<file path="config.mk">
export PLATFORM = sky130hd
export DESIGN_NAME = mini_mips_ctrl_fsm
export DESIGN_NICKNAME = d
export VERILOG_FILES = /design/src/rtl/mini_mips_pkg.sv /design/src/rtl/mini_mips_alu_dec.sv /design/src/rtl/mini_mips_ctrl_fsm.sv
export SDC_FILE = /design/constraint.sdc
export NUM_CORES = 1
export LEC_CHECK = 0
export CORE_ASPECT_RATIO = 0.6
export CORE_MARGIN = 2
export CORE_UTILIZATION = 40
export DETAILED_ROUTE_END_ITERATION = 12
export PLACE_DENSITY = 0.71
export SLEW_MARGIN = 20
export SYNTH_ARGS = -nofsm -noshare
export SYNTH_HDL_FRONTEND = slang
export SYNTH_HIERARCHICAL = 1
export SYNTH_SLANG_ARGS = --single-unit
</file>
<file path="constraint.sdc">
create_clock -name clk -period 2.2 [get_ports clk]
set_input_delay 0.55 -clock clk [delete_from_list [all_inputs] [get_ports clk]]
set_output_delay 0.55 -clock clk [all_outputs]
set_load 0.1 [all_outputs]
</file>
<file path="src/rtl/mini_mips_pkg.sv">
// Shared types and constants for the mini-MIPS multicycle control unit.
package mini_mips_pkg;

  // Controller states
  typedef enum logic [2:0] {
    S_IDLE,
    S_FETCH,
    S_DECODE,
    S_EXEC,
    S_MEM,
    S_WB,
    S_HALT
  } state_e;

  // Opcode field values
  localparam logic [3:0] OP_RTYPE = 4'b0000;
  localparam logic [3:0] OP_ADDI  = 4'b0001;
  localparam logic [3:0] OP_LW    = 4'b0010;
  localparam logic [3:0] OP_SW    = 4'b0011;
  localparam logic [3:0] OP_BEQ   = 4'b0100;
  localparam logic [3:0] OP_J     = 4'b0101;
  localparam logic [3:0] OP_HALT  = 4'b1111;

  // ALU operation codes
  localparam logic [2:0] ALU_AND = 3'b000;
  localparam logic [2:0] ALU_OR  = 3'b001;
  localparam logic [2:0] ALU_ADD = 3'b010;
  localparam logic [2:0] ALU_SUB = 3'b110;
  localparam logic [2:0] ALU_SLT = 3'b111;

  // R-type funct encodings; unlisted funct values fall back to ADD
  localparam logic [2:0] FUNCT_ADD = 3'b000;
  localparam logic [2:0] FUNCT_SUB = 3'b010;
  localparam logic [2:0] FUNCT_AND = 3'b100;
  localparam logic [2:0] FUNCT_OR  = 3'b101;
  localparam logic [2:0] FUNCT_SLT = 3'b111;

  // Sticky error codes
  localparam logic [1:0] ERR_NONE        = 2'd0;
  localparam logic [1:0] ERR_ILLEGAL     = 2'd1;
  localparam logic [1:0] ERR_MEM_TIMEOUT = 2'd2;

  // Operation class handed to the ALU decoder
  typedef enum logic [1:0] {
    ACLS_NONE,
    ACLS_ADD,
    ACLS_SUB,
    ACLS_RTYPE
  } alu_cls_e;

  // First nonzero error wins; later errors never overwrite it
  function automatic logic [1:0] sticky_err(input logic [1:0] cur, input logic [1:0] nxt);
    return (cur != ERR_NONE) ? cur : nxt;
  endfunction

endpackage

</file>
<file path="src/rtl/mini_mips_alu_dec.sv">
// Combinational ALU decoder: operation class plus R-type funct -> alu_ctrl.
module mini_mips_alu_dec
  import mini_mips_pkg::*;
(
  input  logic [2:0] funct,
  input  alu_cls_e   alu_cls,
  output logic [2:0] alu_ctrl
);

  // Map the class (and funct for R-type) onto an ALU code
  always_comb begin
    alu_ctrl = ALU_AND;
    case (alu_cls)
      ACLS_ADD: alu_ctrl = ALU_ADD;
      ACLS_SUB: alu_ctrl = ALU_SUB;
      ACLS_RTYPE: begin
        case (funct)
          FUNCT_ADD: alu_ctrl = ALU_ADD;
          FUNCT_SUB: alu_ctrl = ALU_SUB;
          FUNCT_AND: alu_ctrl = ALU_AND;
          FUNCT_OR:  alu_ctrl = ALU_OR;
          FUNCT_SLT: alu_ctrl = ALU_SLT;
          default:   alu_ctrl = ALU_ADD;
        endcase
      end
      default: alu_ctrl = ALU_AND;
    endcase
  end

endmodule

</file>
<file path="src/rtl/mini_mips_ctrl_fsm.sv">
// Multicycle mini-MIPS control FSM: IDLE/FETCH/DECODE/EXEC/MEM/WB/HALT with
// memory-wait timeout and a sticky error code.
module mini_mips_ctrl_fsm
  import mini_mips_pkg::*;
#(
  parameter int MEM_WAIT_MAX = 15
) (
  input  logic       clk,
  input  logic       rst_n,
  input  logic       start,
  input  logic [3:0] opcode,
  input  logic [2:0] funct,
  input  logic       mem_ready,
  input  logic       zero,
  output logic       reg_dst,
  output logic       alu_src,
  output logic       mem_to_reg,
  output logic       mem_read,
  output logic       mem_write,
  output logic       reg_write,
  output logic       ir_write,
  output logic       pc_write,
  output logic       pc_write_cond,
  output logic       pc_src_jump,
  output logic [2:0] alu_ctrl,
  output logic       busy,
  output logic       halted,
  output logic [1:0] err
);

  localparam int WAIT_W = (MEM_WAIT_MAX < 1) ? 1 : $clog2(MEM_WAIT_MAX + 1);
  localparam logic [WAIT_W-1:0] WAIT_LIMIT = WAIT_W'(MEM_WAIT_MAX);

  state_e            state_q, state_d;
  logic [3:0]        op_q, op_d;
  logic [1:0]        err_q, err_d;
  logic [WAIT_W-1:0] wait_q, wait_d;
  alu_cls_e          alu_cls;
  logic [2:0]        alu_ctrl_dec;

  // The datapath combines pc_write_cond with zero itself
  logic unused_zero;
  assign unused_zero = zero;

  // State, latched opcode, sticky error and wait counter
  always_ff @(posedge clk or negedge rst_n) begin
    if (!rst_n) begin
      state_q <= S_IDLE;
      op_q    <= OP_RTYPE;
      err_q   <= ERR_NONE;
      wait_q  <= '0;
    end else begin
      state_q <= state_d;
      op_q    <= op_d;
      err_q   <= err_d;
      wait_q  <= wait_d;
    end
  end

  // Next state, opcode latch, error update and wait-counter update
  always_comb begin
    state_d = state_q;
    op_d    = op_q;
    err_d   = err_q;
    wait_d  = '0;
    case (state_q)
      S_IDLE: begin
        if (start) state_d = S_FETCH;
      end
      S_FETCH: begin
        if (mem_ready) begin
          state_d = S_DECODE;
        end else if (wait_q == WAIT_LIMIT) begin
          state_d = S_HALT;
          err_d   = sticky_err(err_q, ERR_MEM_TIMEOUT);
        end
      end
      S_DECODE: begin
        op_d = opcode;
        case (opcode)
          OP_RTYPE, OP_ADDI, OP_LW, OP_SW, OP_BEQ: state_d = S_EXEC;
          OP_J:    state_d = S_FETCH;
          OP_HALT: state_d = S_HALT;
          default: begin
            state_d = S_FETCH;
            err_d   = sticky_err(err_q, ERR_ILLEGAL);
          end
        endcase
      end
      S_EXEC: begin
        case (op_q)
          OP_RTYPE, OP_ADDI: state_d = S_WB;
          OP_LW, OP_SW:      state_d = S_MEM;
          default:           state_d = S_FETCH;
        endcase
      end
      S_MEM: begin
        if (mem_ready) begin
          state_d = (op_q == OP_LW) ? S_WB : S_FETCH;
        end else if (wait_q == WAIT_LIMIT) begin
          state_d = S_HALT;
          err_d   = sticky_err(err_q, ERR_MEM_TIMEOUT);
        end
      end
      S_WB:    state_d = S_FETCH;
      S_HALT:  state_d = S_HALT;
      default: state_d = S_IDLE;
    endcase

    // Counter restarts on every state entry and only runs while waiting on memory
    if ((state_d == state_q) && ((state_q == S_FETCH) || (state_q == S_MEM))) begin
      wait_d = (wait_q == WAIT_LIMIT) ? wait_q : wait_q + 1'b1;
    end
  end

  // ALU operation class from the latched opcode, only meaningful in EXEC
  always_comb begin
    alu_cls = ACLS_NONE;
    if (state_q == S_EXEC) begin
      case (op_q)
        OP_RTYPE:             alu_cls = ACLS_RTYPE;
        OP_ADDI, OP_LW, OP_SW: alu_cls = ACLS_ADD;
        OP_BEQ:               alu_cls = ACLS_SUB;
        default:              alu_cls = ACLS_NONE;
      endcase
    end
  end

  mini_mips_alu_dec u_alu_dec (
    .funct    (funct),
    .alu_cls  (alu_cls),
    .alu_ctrl (alu_ctrl_dec)
  );

  // Moore outputs from state and latched opcode; FETCH strobes gated by mem_ready
  always_comb begin
    reg_dst       = 1'b0;
    alu_src       = 1'b0;
    mem_to_reg    = 1'b0;
    mem_read      = 1'b0;
    mem_write     = 1'b0;
    reg_write     = 1'b0;
    ir_write      = 1'b0;
    pc_write      = 1'b0;
    pc_write_cond = 1'b0;
    pc_src_jump   = 1'b0;
    alu_ctrl      = ALU_AND;
    busy          = (state_q != S_IDLE) && (state_q != S_HALT);
    halted        = (state_q == S_HALT);
    err           = err_q;
    case (state_q)
      S_FETCH: begin
        mem_read = 1'b1;
        alu_ctrl = ALU_ADD;
        ir_write = mem_ready;
        pc_write = mem_ready;
      end
      S_DECODE: begin
        // The opcode is only latched at the end of DECODE, so jumps use the live field
        if (opcode == OP_J) begin
          pc_write    = 1'b1;
          pc_src_jump = 1'b1;
        end
      end
      S_EXEC: begin
        alu_ctrl      = alu_ctrl_dec;
        alu_src       = (op_q == OP_ADDI) || (op_q == OP_LW) || (op_q == OP_SW);
        pc_write_cond = (op_q == OP_BEQ);
      end
      S_MEM: begin
        mem_read  = (op_q == OP_LW);
        mem_write = (op_q == OP_SW);
      end
      S_WB: begin
        reg_write  = 1'b1;
        reg_dst    = (op_q == OP_RTYPE);
        mem_to_reg = (op_q == OP_LW);
      end
      default: ;
    endcase
  end

endmodule

</file>
==> metrics <==
path category of the worst min-delay check reg -> reg; flops & latches, synth 13; FF-to-FF Start state_q[2]; RD Place Congestion between 0.7 and 0.8; Root Driver clkbuf_8; sequential area share after synthesis between 30 and 40%; Worst EP required 1650 ps; Cell Pwr Density around 1400 nW/um^2; startpoint class of the critical path flop; worst-path maximum fanout 5; RSZ-0062 raised after global routing true; Setup CP Type reg -> out; cell area after layout 1605 sq um; Power, Total 2.176 mW; antenna cells 0; worst hold stages 1; # H-tree levels 1; area of the multi-input gates ~630 sq um; die area between 2000 and 3000 sq um; Post-DP HPWL a little over 2 mm; row count 13; first-pass GRT wire length a little over 4 mm; arrival time worst endpoint ~1900 ps; Yosys cell types 43; initial antenna violation count 0; internal power approximately 1.1 mW; switching part of the total power 51.68%; uppermost layer routed met4; largest net degree at the start of global routing 14; HP Start err[1]; total routed wirelength 2.562 mm; worst vdd ir around 900 uV; min Tclk post-route around 2500 ps; CTS tree yes; Synth warnings 6; Finish-stage setup viols 4; Tcrit/Tclk final 112.6%; max_slew headroom about 60%; Layout Area Growth over Synthesis 80.70%; clock buffer count from CTS 3; Layout fillers approximately 150; vias after detailed routing a little over 900; Syn Nets 107; worst skew pair latency about 240 ps; Post-synth EDFFs 0; DP Worst Slack -112.2 ps; Final Slew Violations 0; Setup Skew 1.464 ps; share of post-route cells with drive strength above 1 about 47%; Worst Setup End Kind primary output; final worst slack -277.1 ps; Synth async-reset ratio 100.0%; remaining antenna violation count 0; I/O Buffers 27; met3 wire length 96 um; DRT Pass-1 Iters 4; Initial DRC Count 51; Mapped Avg Cell Area 9.451 sq um; Sequential Power Share roughly 18%; area of the mapped netlist ~890 sq um; DR vias/cell ~5.4; fin util 75.34%; Initial Util around two fifths; combinational share of power between 70% and 80%; WL/cell 15.16 um; Register Area about 330 sq um; DRC Markers 0; clock network fraction of total power 9.9%; vias in the first global route roughly 850; reg-to-reg critical path endpoint state_q[2]; status complete, but fails checks; Core Region roughly 2100 sq um; R2R depth 5; worst slew pin tran between 500 and 600 ps; Peak Freq just over 400 MHz; metal2 WL about 1.3 mm; nets between 150 and 200; Clock Sinks 13; dpl cell area approximately 1500 sq um; internal reg-to-reg setup slack approximately 730 ps; NetSw 1.125 mW; Clock transition at path regs roughly 60 ps; Die Span X 64.84 um; Die H 40.51 um; Total GRT Usage between 20 and 25%; total gr overflow 0; worst-case clock buffer depth 2; P_leak 0.6910 nW; failing checks setup timing; max cap viols 0; Final Hold Viols 0; Top FF cell, synth dfrtp_1; DRT met1 WL 1.183 mm; Mapped Cells 94; io pins 29; WHS Endpoint err[0]
==> cell type report <==
type	count	area share, %
Clock buffer	3	2.572
Clock inverter	1	0.3118
Inverter	6	1.403
Multi-Input combinational cell	72	39.36
Sequential cell	13	20.26
Tap cell	30	2.338
Timing Repair Buffer	44	33.75
==> cells in the final DEF (no fill, tap or decap), types with 3 or more instances in the layout <==
cell type / netlist / final
dlygate4sd2_1: 0 / 4
clkbuf_8: 0 / 3
a21o_1: 3 / 3
nor2_1: 6 / 5
clkdlybuf4s50_1: 0 / 6
buf_12: 0 / 15
dfrtp_1: 13 / 13
mux2_2: 4 / 4
buf_4: 0 / 18
inv_1: 6 / 5
nand2b_1: 5 / 5
nor3b_4: 1 / 3
==> sequential cells by signal (all words and copies together) (netlist names) <==
register  flops
wait_q        4
op_q          4
err           2
state_q       3
==> cell usage after synthesis, types with 2 or more instances <==
cell / number / area [sq um]
buf_2: 2 / 10.01
and3_1: 3 / 18.77
nand2_1: 4 / 15.01
o21ai_0: 2 / 10.01
mux2_2: 4 / 45.04
nand3_1: 2 / 10.01
nor3b_1: 3 / 22.52
a21oi_1: 4 / 20.02
nand2b_1: 5 / 31.28
o2111ai_1: 2 / 17.52
nor2_1: 6 / 22.52
a31oi_1: 2 / 12.51
nor3_1: 3 / 15.01
a21o_1: 3 / 22.52
and2_1: 2 / 12.51
dfrtp_1: 13 / 325.3
inv_1: 6 / 22.52
o31ai_1: 2 / 15.01
and2b_1: 2 / 15.01
==> critical path, cell delays in order, from the launching register on <==
cell	delay, ps
dfrtp_1	380
nand3b_1	290
nor4_4	330
nand3_1	170
o22a_1	210
inv_2	70
a21oi_4	50
buf_12	180
==> metrics by stage <==
step,hold slack [ps],std cells,setup TNS [ps]
final,496.0,169,-739.5
after floorplan,254.4,94,-1988
after CTS,497.4,169,-720.0
after global routing,522.8,169,-1551
after detailed placement,487.0,163,-257.1
after global placement,481.8,163,-131.4
==> kinds of logic after synthesis <==
kind of cell | after synthesis | share of synthesized area [%]
AO/OA/AOI/OAI | 24 | 19.30
XOR/XNOR | 2 | 1.972
adder cells (fa/ha/maj) | 1 | 1.408
buffers and inverters | 9 | 4.084
flip-flops | 13 | 36.62
multiplexers | 5 | 6.197
AND/OR/NAND/NOR | 40 | 30.42
==> how the worst max path moves through the flow <==
| stage | slack, ps | end | startpoint | depth (start not counted) |
|---|---|---|---|---|
| CTS | -270 | alu_ctrl[1] | state_q[2] | 7 |
| finish | -280 | alu_ctrl[1] | state_q[2] | 7 |
| floorplan | -640 | pc_write | state_q[1] | 3 |
| global placement | -70 | pc_write | opcode[2] | 5 |
| detailed placement | -110 | pc_write | opcode[2] | 5 |
| global route | -380 | alu_ctrl[0] | state_q[2] | 6 |
==> per-layer routing <==
metal | global-route usage (%) | vias up
met1 | 28.50 | 465
met5 | 0 | -
met4 | 4.255 | 0
met3 | 5.618 | 2
li1 | - | 438
met2 | 38.66 | 15
==> repair_timing <==
| item | in CTS | in global routing |
|---|---|---|
| setup buffers | 2 | 0 |
| resized for setup | 7 | 1 |
| hold buffers | 0 | 0 |
| pin swaps | 7 | 3 |
| setup endpoints to repair | 9 | 10 |
| cloned | 0 | 0 |
==> power groups by stage <==
| stage | sequential (mW) | combinational, mW | clock (mW) |
|---|---|---|---|
| floorplan | 0.431 | 0.959 | 0 |
| global placement | 0.389 | 1.51 | 0 |
| detailed placement | 0.397 | 1.55 | 0 |
| CTS | 0.392 | 1.56 | 0.220 |
| global route | 0.412 | 1.64 | 0.231 |
| finish | 0.395 | 1.57 | 0.214 |
Power figures use the tool's default switching activity.
==> edit (same flow settings) <==
Reset style: synchronous (`rst_n`), changed in one clocked block.
--- a/src/rtl/mini_mips_ctrl_fsm.sv
+++ b/src/rtl/mini_mips_ctrl_fsm.sv
@@ -44,5 +44,5 @@
 
   // State, latched opcode, sticky error and wait counter
-  always_ff @(posedge clk or negedge rst_n) begin
+  always_ff @(posedge clk) begin
     if (!rst_n) begin
       state_q <= S_IDLE;
Function: differs if rst_n is asserted again (counterexample within 4 cycles, from zero or initial values and one cycle with rst_n low); with rst_n held inactive, the same outputs for 10 cycles.
==> edit against the original RTL <==
  * Wire length up 14%
  * The flow still finishes with violations (negative setup slack)
  * Worst setup slack better by 200 ps
  * Clock skew rose by 2.3 ps
  * Synthesized area decreased by 0.56%
  * Critical endpoint is now alu_ctrl[2]
  * Synthesized cell count up 13%
  * Final area up 4.0%
  * Sequential cell count unchanged
  * Highest routed layer unchanged
  * Maximum frequency rose by 8.9%
Power is not compared: it rests on default switching activity, and its combinational part moved more than twofold at a synthesized area within 25%.
==> edit: results (changes against the original RTL) <==
[setup_path]
crit_arrival_ps = 1720  ; -210 ps
critPathMaxStageDelay_ps = 310  ; -70 ps
path_max_fanout = 4  ; -1

[finish]
num-multi-input-gates = 83  ; +15%
seq_share_pct = 16.3  ; -3.9 points
final_nets = 171  ; +12%
n_fill_cell = 142  ; -6.6%
instances_no_fill = 187  ; +11%
buf_share_pct = 36.3  ; +2.5 points
multi_input_area_um2 = 684  ; +8.3%
drive_gt1_share_pct = 49.0  ; +2.3 points
clock_cell_area_share_pct = 2.77  ; -0.11 points
utilization_pct = 78.3  ; +3.0 points

[synth]
yosysWarnings = 6  ; unchanged
async_flop_share_pct = 0  ; -100 points
avgSynthCellArea_um2 = 8.33  ; -12%
yosys_most_used_dff = dfxtp_1
synthTopCellsByCount = dfxtp_1 (13), nand2_1 (7), a21oi_1 (6), inv_1 (6), nor2b_1 (6)
syn_nets = 119  ; +11%
ys_seq_area_share_pct = 29.5  ; -7.2 points
synth_area_leaders = dfxtp_1 (29%), mux2i_1 (5.7%), nor2b_1 (4.2%), nand2b_1 (3.5%), a21oi_1 (3.4%)

[sta]
setup-tns-final_ps = -196  ; +544 ps
relSlewSlack_pct = 81.9  ; +22 points
finalSetupViolCount = 4  ; unchanged
holdWs_ps = 499  ; +2.57 ps
fin_ws_ps = -74.4  ; +203 ps
finClkSkew_ps = 3.77  ; +2.31 ps

[detailed_routing]
drt_iter0_markers = 61  ; +20%
avgRoutedWirePerCell_um = 15.6  ; +3.2%
drt-pass1-iter-count = 4  ; unchanged

[place]
dp.cells = 175  ; +7.4%
dp_hpwl_um = 2160  ; +4.6%
placed_cell_area_um2 = 1540  ; -0.33%
gp_congestion = 0.832  ; +5.6%

[global_route]
grt_pass1_wl_um = 4600  ; +12%
grt.total_usage_pct = 24.4  ; +2.3 points
first_global_vias = 917  ; +8.3%
grt_max_degree = 13  ; -1

[status]
violations = negative setup slack
status = complete, but fails checks

[pwr]
p_leak_nw = 0.653

[clock_tree]
postCtsSetupBuffers = 4  ; +2
ctsResizeCount = 10  ; +3

edit: path summary, 6_finish.rpt:
path | from | to
max | state_q[2] | alu_ctrl[2]
min | err[0] | err[1]
max reg2reg | wait_q[0] | state_q[0]
min reg2reg | err[0] | err[1]
edit: logic make-up (layout without fill, tap and decap cells):
group / Yosys count / count (layout) / synth area share [%]
mux: 5 / 5 / 5.67
flops: 13 / 13 / 29.5
compound gates: 22 / 22 / 17.0
buf+inv: 10 / 61 / 5.24
fa+ha+maj: 1 / 1 / 1.42
simple gates: 52 / 52 / 38.2
xor+xnor: 3 / 3 / 2.98
edit: layer usage:
| layer | track usage [%] | vias up | routed length, um |
|---|---|---|---|
| met4 | 7.98 | 0 | 27 |
| met2 | 39.3 | 35 | 1320 |
| met1 | 32.1 | 496 | 1350 |
| li1 | - | 487 | - |
| met3 | 7.02 | 4 | 224 |
| met5 | 0 | - | 0 |
